**config.mk**
```make
export PLATFORM = sky130hd
export DESIGN_NAME = zxuno_regbus_decoder
export DESIGN_NICKNAME = d
export VERILOG_FILES = /design/src/rtl/zxuno_regbus_decoder.sv
export SDC_FILE = /design/constraint.sdc
export NUM_CORES = 1
export LEC_CHECK = 0
export CORE_ASPECT_RATIO = 1.4
export CORE_MARGIN = 3
export CORE_UTILIZATION = 40
export CTS_CLUSTER_DIAMETER = 40
export CTS_CLUSTER_SIZE = 25
export DETAILED_ROUTE_END_ITERATION = 6
export GPL_TIMING_DRIVEN = 0
export HOLD_SLACK_MARGIN = 0.06
export PLACE_DENSITY = 0.88
export SYNTH_ARGS = -nofsm -noshare
export SYNTH_HDL_FRONTEND = slang
export SYNTH_SLANG_ARGS = --single-unit
```
**constraint.sdc**
```tcl
create_clock -name clk -period 2.2 [get_ports clk]
set_input_delay 0.44 -clock clk [delete_from_list [all_inputs] [get_ports clk]]
set_output_delay 0.44 -clock clk [all_outputs]
set_load 0.02 [all_outputs]
```
**src/rtl/zxuno_regbus_decoder.sv**
```systemverilog
// Decodes Z80 I/O cycles to the ZXUNO register-number and register-data ports,
// filters the strobes and produces single-cycle read/write pulses for register blocks.
module zxuno_regbus_decoder #(
    parameter logic [15:0] ADDR_PORT = 16'hFC3B,
    parameter logic [15:0] DATA_PORT = 16'hFD3B,
    parameter int          FILTER    = 2
) (
    input  logic        clk,
    input  logic        rst,
    input  logic [15:0] cpu_a,
    input  logic        cpu_iorq_n,
    input  logic        cpu_rd_n,
    input  logic        cpu_wr_n,
    input  logic        cpu_m1_n,
    input  logic [7:0]  cpu_din,
    output logic [7:0]  cpu_dout,
    output logic        cpu_oe,
    output logic [7:0]  zxuno_addr,
    output logic [7:0]  zxuno_wdata,
    output logic        zxuno_regwr,
    output logic        zxuno_regrd,
    input  logic [7:0]  zxuno_rdata,
    input  logic        zxuno_roe
);

    localparam int CW = $clog2(FILTER + 1);
    localparam logic [CW-1:0] CNT_MAX  = CW'(FILTER);
    localparam logic [CW-1:0] CNT_LAST = CW'(FILTER - 1);

    logic       wr_s;
    logic       rd_s;
    logic [1:0] strobe;
    logic [1:0] hit;
    logic       wr_acc;
    logic       rd_acc;
    logic       addr_hit;
    logic       data_hit;

    logic [7:0] cpu_dout_reg;
    logic       cpu_oe_reg;
    logic [7:0] zxuno_addr_reg;
    logic [7:0] zxuno_wdata_reg;
    logic       zxuno_regwr_reg;
    logic       zxuno_regrd_reg;

    assign wr_s   = ~cpu_iorq_n & ~cpu_wr_n & cpu_m1_n;
    assign rd_s   = ~cpu_iorq_n & ~cpu_rd_n & cpu_m1_n;
    assign strobe = {rd_s, wr_s};

    // Per-strobe glitch filter. The armed flag is cleared by reset so a strobe
    // already active at reset release must go inactive before it can fire.
    generate
        for (genvar gi = 0; gi < 2; gi++) begin : g_filter
            logic [CW-1:0] cnt_reg;
            logic          armed_reg;

            assign hit[gi] = strobe[gi] & armed_reg & (cnt_reg == CNT_LAST);

            always_ff @(posedge clk) begin
                if (rst) begin
                    cnt_reg   <= '0;
                    armed_reg <= 1'b0;
                end else if (!strobe[gi]) begin
                    cnt_reg   <= '0;
                    armed_reg <= 1'b1;
                end else begin
                    if (cnt_reg != CNT_MAX) begin
                        cnt_reg <= cnt_reg + CW'(1);
                    end
                    if (hit[gi]) begin
                        armed_reg <= 1'b0;
                    end
                end
            end
        end
    endgenerate

    // A simultaneous read is dropped in favour of the write.
    assign wr_acc   = hit[0];
    assign rd_acc   = hit[1] & ~hit[0];
    assign addr_hit = (cpu_a == ADDR_PORT);
    assign data_hit = (cpu_a == DATA_PORT);

    always_ff @(posedge clk) begin
        if (rst) begin
            zxuno_addr_reg  <= 8'h00;
            zxuno_wdata_reg <= 8'h00;
            zxuno_regwr_reg <= 1'b0;
            zxuno_regrd_reg <= 1'b0;
            cpu_oe_reg      <= 1'b0;
            cpu_dout_reg    <= 8'hFF;
        end else begin
            zxuno_regwr_reg <= wr_acc & data_hit;
            zxuno_regrd_reg <= rd_acc & data_hit;
            if (wr_acc && addr_hit) begin
                zxuno_addr_reg <= cpu_din;
            end
            if (wr_acc && data_hit) begin
                zxuno_wdata_reg <= cpu_din;
            end
            // End of the read cycle wins over any late data capture.
            if (!rd_s) begin
                cpu_oe_reg   <= 1'b0;
                cpu_dout_reg <= 8'hFF;
            end else if (rd_acc && addr_hit) begin
                cpu_oe_reg   <= 1'b1;
                cpu_dout_reg <= zxuno_addr_reg;
            end else if (zxuno_regrd_reg) begin
                cpu_oe_reg   <= 1'b1;
                cpu_dout_reg <= zxuno_roe ? zxuno_rdata : 8'hFF;
            end
        end
    end

    assign cpu_dout    = cpu_dout_reg;
    assign cpu_oe      = cpu_oe_reg;
    assign zxuno_addr  = zxuno_addr_reg;
    assign zxuno_wdata = zxuno_wdata_reg;
    assign zxuno_regwr = zxuno_regwr_reg;
    assign zxuno_regrd = zxuno_regrd_reg;

endmodule

```
## Yosys cells after proc, flatten, opt, wreduce, memory -nomap -nowiden

Index checks and enable logic that the tools add are counted.

| word-level totals | value |
|---|---|
| register bits after elaboration | 33 |
| bits of input ports | 39 |
| output and inout port bits | 27 |
| logic and storage cells | 52 |

| cells by class | value |
|---|---|
| $add $sub $neg | 2 |
| equal/unequal tests | 8 |
| multiplexer cells | 9 |
| bitwise gates (word level) | 17 |
| reduce and logical (&&, ||, !) cells | 6 |

Operators with widths:

| operator | number |
|---|---|
| == test 16 bit (second input constant) | 2 |
| 2-to-1 mux 8 bit | 3 |
| bitwise AND 1 bit | 11 |
| 2-to-1 mux 1 bit | 6 |
| NOT 1 bit | 6 |
| adder 2 x 1 -> 2 bit (second input constant) | 2 |
| == test 2 x 1 -> 1 bit (second input constant) | 2 |
| inequality test 2 x 1 -> 1 bit (second input constant) | 2 |
| inequality test 2 bit (second input constant) | 2 |
| OR reduction 2 bit | 2 |
| logical AND 1 bit | 3 |
| nonzero test 2 bit | 1 |

## Longest topological paths before layout

| logic depth | value |
|---|---|
| depth after elaboration | 9 |
| mapped depth | 7 |
| mapped depth without buffers | 6 |

## Worst setup path before layout

OpenSTA, ideal clock, no wires.

| timing | value |
|---|---|
| kind | input to register |
| start | input cpu_rd_n |
| end | register cpu_dout_reg[0], in the netlist cpu_dout[0] |
| library setup time | 0.148 ns |
| arrival | 1.615 ns |
| slack | 0.437 ns |
| stages on the path | 5 |
| cell sequence | or3b_4 a311oi_4 and3b_1 buf_4 o211ai_1 |

| on the way | value |
|---|---|
| word-level cells in the longest chain between the ends | 8 |
| elaborated cells on any way between the ends | 11 |

RTL lines:

| element | line | RTL |
|---|---|---|
| start: declaration | 12 | `input logic cpu_rd_n,` |
| NOT 1 bit (*) | 47 | `assign rd_s = ~cpu_iorq_n & ~cpu_rd_n & cpu_m1_n;` |
| bitwise AND 1 bit (*) (2 in a row) | 47 |  |
| bitwise AND 1 bit (2 in a row) | 57 | `assign hit[gi] = strobe[gi] & armed_reg & (cnt_reg == CNT_LAST);` |
| bitwise AND 1 bit | 80 | `assign rd_acc = hit[1] & ~hit[0];` |
| logical AND 1 bit | 105 | `end else if (rd_acc && addr_hit) begin` |
| 2-to-1 mux 8 bit or nonzero test 2 bit (tied branches) | - |  |
| end signal: assignment | 107 | `cpu_dout_reg <= zxuno_addr_reg;` |
| end signal: assignment | 110 | `cpu_dout_reg <= zxuno_roe ? zxuno_rdata : 8'hFF;` |
| end: declaration | 39 | `logic [7:0] cpu_dout_reg;` |

Every way passes the cells marked *; elsewhere a longest branch is shown, timed or not.
A chain may end at the register's enable or synchronous reset.

## Final worst setup path

| timing | value |
|---|---|
| start | input cpu_m1_n |
| end | register zxuno_addr_reg[7], in the netlist zxuno_addr[7] |

| on the way | value |
|---|---|
| word-level cells in the longest chain between the ends | 4 |

RTL lines:

| element | line | RTL |
|---|---|---|
| start: declaration | 14 | `input logic cpu_m1_n,` |
| bitwise AND 1 bit | 46 | `assign wr_s = ~cpu_iorq_n & ~cpu_wr_n & cpu_m1_n;` |
| bitwise AND 1 bit (2 in a row) | 57 |  |
| logical AND 1 bit | 95 | `if (wr_acc && addr_hit) begin` |
| end signal: assignment | 96 | `zxuno_addr_reg <= cpu_din;` |
| end: declaration | 41 | `logic [7:0] zxuno_addr_reg;` |

No other way between the ends.

==> impl_metrics.env <==
export IMPL_rows=26
export IMPL_viasPerCell=5.52
export IMPL_combPwrFrac=0.097
export IMPL_drc=0
export IMPL_hold_violations=0
export IMPL_power_internal_w=0.000922
export IMPL_clk_latency_ps=280
export IMPL_post_drt_wl_per_cell_um=15.0
export IMPL_reg2reg_to="zxuno_addr[7]"
export IMPL_finalSetupViolCount=0
export IMPL_final_setup_tns_ps=0
export IMPL_grt_first_pass_wirelength_um=7320
export IMPL_crit_arrival_ps=2260
export IMPL_final_common_cell="clkdlybuf4s50_1"
export IMPL_antenna_left=0
export IMPL_final_cell_mix="63 x clkdlybuf4s50_1, 33 x dfxtp_1, 20 x a21oi_1"
export IMPL_place_hpwl_um=3300
export IMPL_grt_pass1_vias=1588
export IMPL_cts_path_max_buffers=2
export IMPL_yosys_warnings=0
export IMPL_ys_types=32
export IMPL_die_h_um=79.8
export IMPL_gp_congestion=0.825
export IMPL_boundaryPins=66
export IMPL_relSlewSlack=0.633
export IMPL_cts_resized=0
export IMPL_worst_hold_slack_ps=481
export IMPL_first_pass_iters=4
export IMPL_rsz0062_at_grt="no"
export IMPL_maxCapViolCount=0
export IMPL_cts_htree_levels=2
export IMPL_critPathLaunchType="input pin"
export IMPL_coreArea_um2=3710
export IMPL_initial_core_util=0.419
export IMPL_antenna_found_initial=0
export IMPL_clock_root_buffer="clkbuf_8"
export IMPL_cts_sinks=33
export IMPL_port_buffers=63
export IMPL_ys_ff_latch=33
export IMPL_r2r_slack_ps=490
export IMPL_multiInputGateArea_um2=817
export IMPL_netlist_area_um2=1550
export IMPL_p_leak_nw=0.812
export IMPL_fin_crit_sh=0.960
export IMPL_status="completed"
export IMPL_drive_gt1_frac=0.0964
export IMPL_dp_slack_ps=-268
export IMPL_dieArea_um2=4680
export IMPL_clkTransAtPathRegs_ps=70
export IMPL_worst_clock_skew_ps=8.04
export IMPL_synthFlopType="dfxtp_1"
export IMPL_num_fill_cells=317
export IMPL_grt_usage=0.202
export IMPL_ys_async_sr_fraction=0
export IMPL_p_sw_frac=0.214
export IMPL_netlist_instances=173
export IMPL_fin_crit_ps=2110
export IMPL_seqPwrFrac=0.515
export IMPL_cts_made_buffers=5
export IMPL_vias=1605
export IMPL_power_density_nw_per_um2=496
export IMPL_die_w_um=58.7
export IMPL_path_class="in -> reg"
export IMPL_synth_edff_count=0
export IMPL_worstPathRequired_ps=2350
export IMPL_max_freq_mhz=473
export IMPL_diodes=0
export IMPL_regArea_um2=661
export IMPL_syn_area_per_cell_um2=8.98
export IMPL_tightest_slew_ps=549
export IMPL_globalRouteOverflowTotal=0
export IMPL_drv_slew=0
export IMPL_irDropWorstVdd_v=0.000620
export IMPL_drt_total_wl_um=4350
export IMPL_netSwitchingPower_w=0.000252
export IMPL_cp_end_kind="flop"
export IMPL_finalNetCount=292
export IMPL_drtIter0Drc=67
export IMPL_reg2reg_from="g_filter[0].cnt_reg[1]"
export IMPL_yosysSeqAreaShare=0.425
export IMPL_worstRegToRegCells=6
export IMPL_hold_class="reg -> reg"
export IMPL_pwr_share_clk=0.388
export IMPL_final_core_util=0.639
export IMPL_finalWorstSetupSlack_ps=87.2
export IMPL_cp_max_fo=10
export IMPL_crit_start="cpu_m1_n"
export IMPL_endpoint="zxuno_addr[7]"
export IMPL_tritoncts="done"
export IMPL_grt_max_degree=11
export IMPL_synth_nets=216
export IMPL_area_growth_pct=52.4
stage by stage:
stage / total power (W) / cell area, um^2 / std cells
after CTS: 0.00118 / 2320 / 285
after global routing: 0.00122 / 2370 / 291
after floorplan: 0.000652 / 1550 / 173
after global placement: 0.000726 / 2240 / 278
after detailed placement: 0.000730 / 2240 / 278
final: 0.00117 / 2370 / 291
cells by family (layout without fill, tap and decap cells):
logic type                 Yosys count  after routing  share of synthesized area
and+or+nand+nor                     62             62                      0.279
AOI/OAI and AO/OA                   54             54                      0.204
DFF                                 33             33                      0.425
buffers and inverters               18             94                     0.0491
adders and majority gates            4              4                     0.0322
xor gates and xnor gates             2              2                     0.0113
final cells by class:
class	instances	share of cell area
multi-input combinational	122	0.345
timing repair buffer	69	0.285
sequential	33	0.279
clock buffer	7	0.0365
buffer	14	0.0259
tap	42	0.0222
inverter	4	0.00634
worst min-delay path by stage:
stage,start,endpoint,slack [ps],cells after the start
floorplan,g_filter[1].armed_reg,g_filter[1].armed_reg,450,2
global placement,g_filter[1].armed_reg,g_filter[1].armed_reg,460,2
detailed placement,zxuno_wdata[2],zxuno_wdata[2],470,2
CTS,g_filter[1].armed_reg,g_filter[1].armed_reg,480,2
global route,zxuno_wdata[1],zxuno_wdata[1],500,2
finish,zxuno_wdata[0],zxuno_wdata[0],480,2
worst max-delay path, stage by stage:
cell             delay, ps
clkdlybuf4s50_1        520
nor3b_2                350
nand3_1                310
clkbuf_1               300
o21ai_1                230
a21oi_1                110
repair_timing:
item,in CTS,in global routing
buffers inserted,0,6
hold buffers,0,0
setup endpoints to repair,0,11
power groups by stage:
stage                     combinational, W  sequential, W  clock (W)
final                             0.000114       0.000604   0.000455
after floorplan                  0.0000347       0.000617          0
after global routing              0.000123       0.000604   0.000492
after detailed placement          0.000112       0.000618          0
after CTS                         0.000113       0.000604   0.000463
after global placement            0.000109       0.000617          0
synthesized netlist by cell type (3+ instances only):
cell,count,share of area
dfxtp_1,33,0.43
a21oi_1,20,0.064
nand3_1,18,0.058
o21ai_1,16,0.052
nand4_1,10,0.040
clkbuf_1,9,0.022
o211ai_1,8,0.039
nand3b_1,7,0.034
o21ai_0,7,0.023
nor2_1,5,0.012
buf_2,4,0.013
ha_1,4,0.032
inv_1,4,0.0097
nand2b_1,3,0.012
nor3_1,3,0.0097
layer usage:
metal  vias to the layer above  part of all wire  GRT usage
met5                         -                 0          0
met3                         5             0.058     0.0599
met4                         0             0.010     0.0544
li1                        800                 -          -
met1                       744              0.39      0.231
met2                        56              0.55      0.357
(Power assumes the default switching activity.)
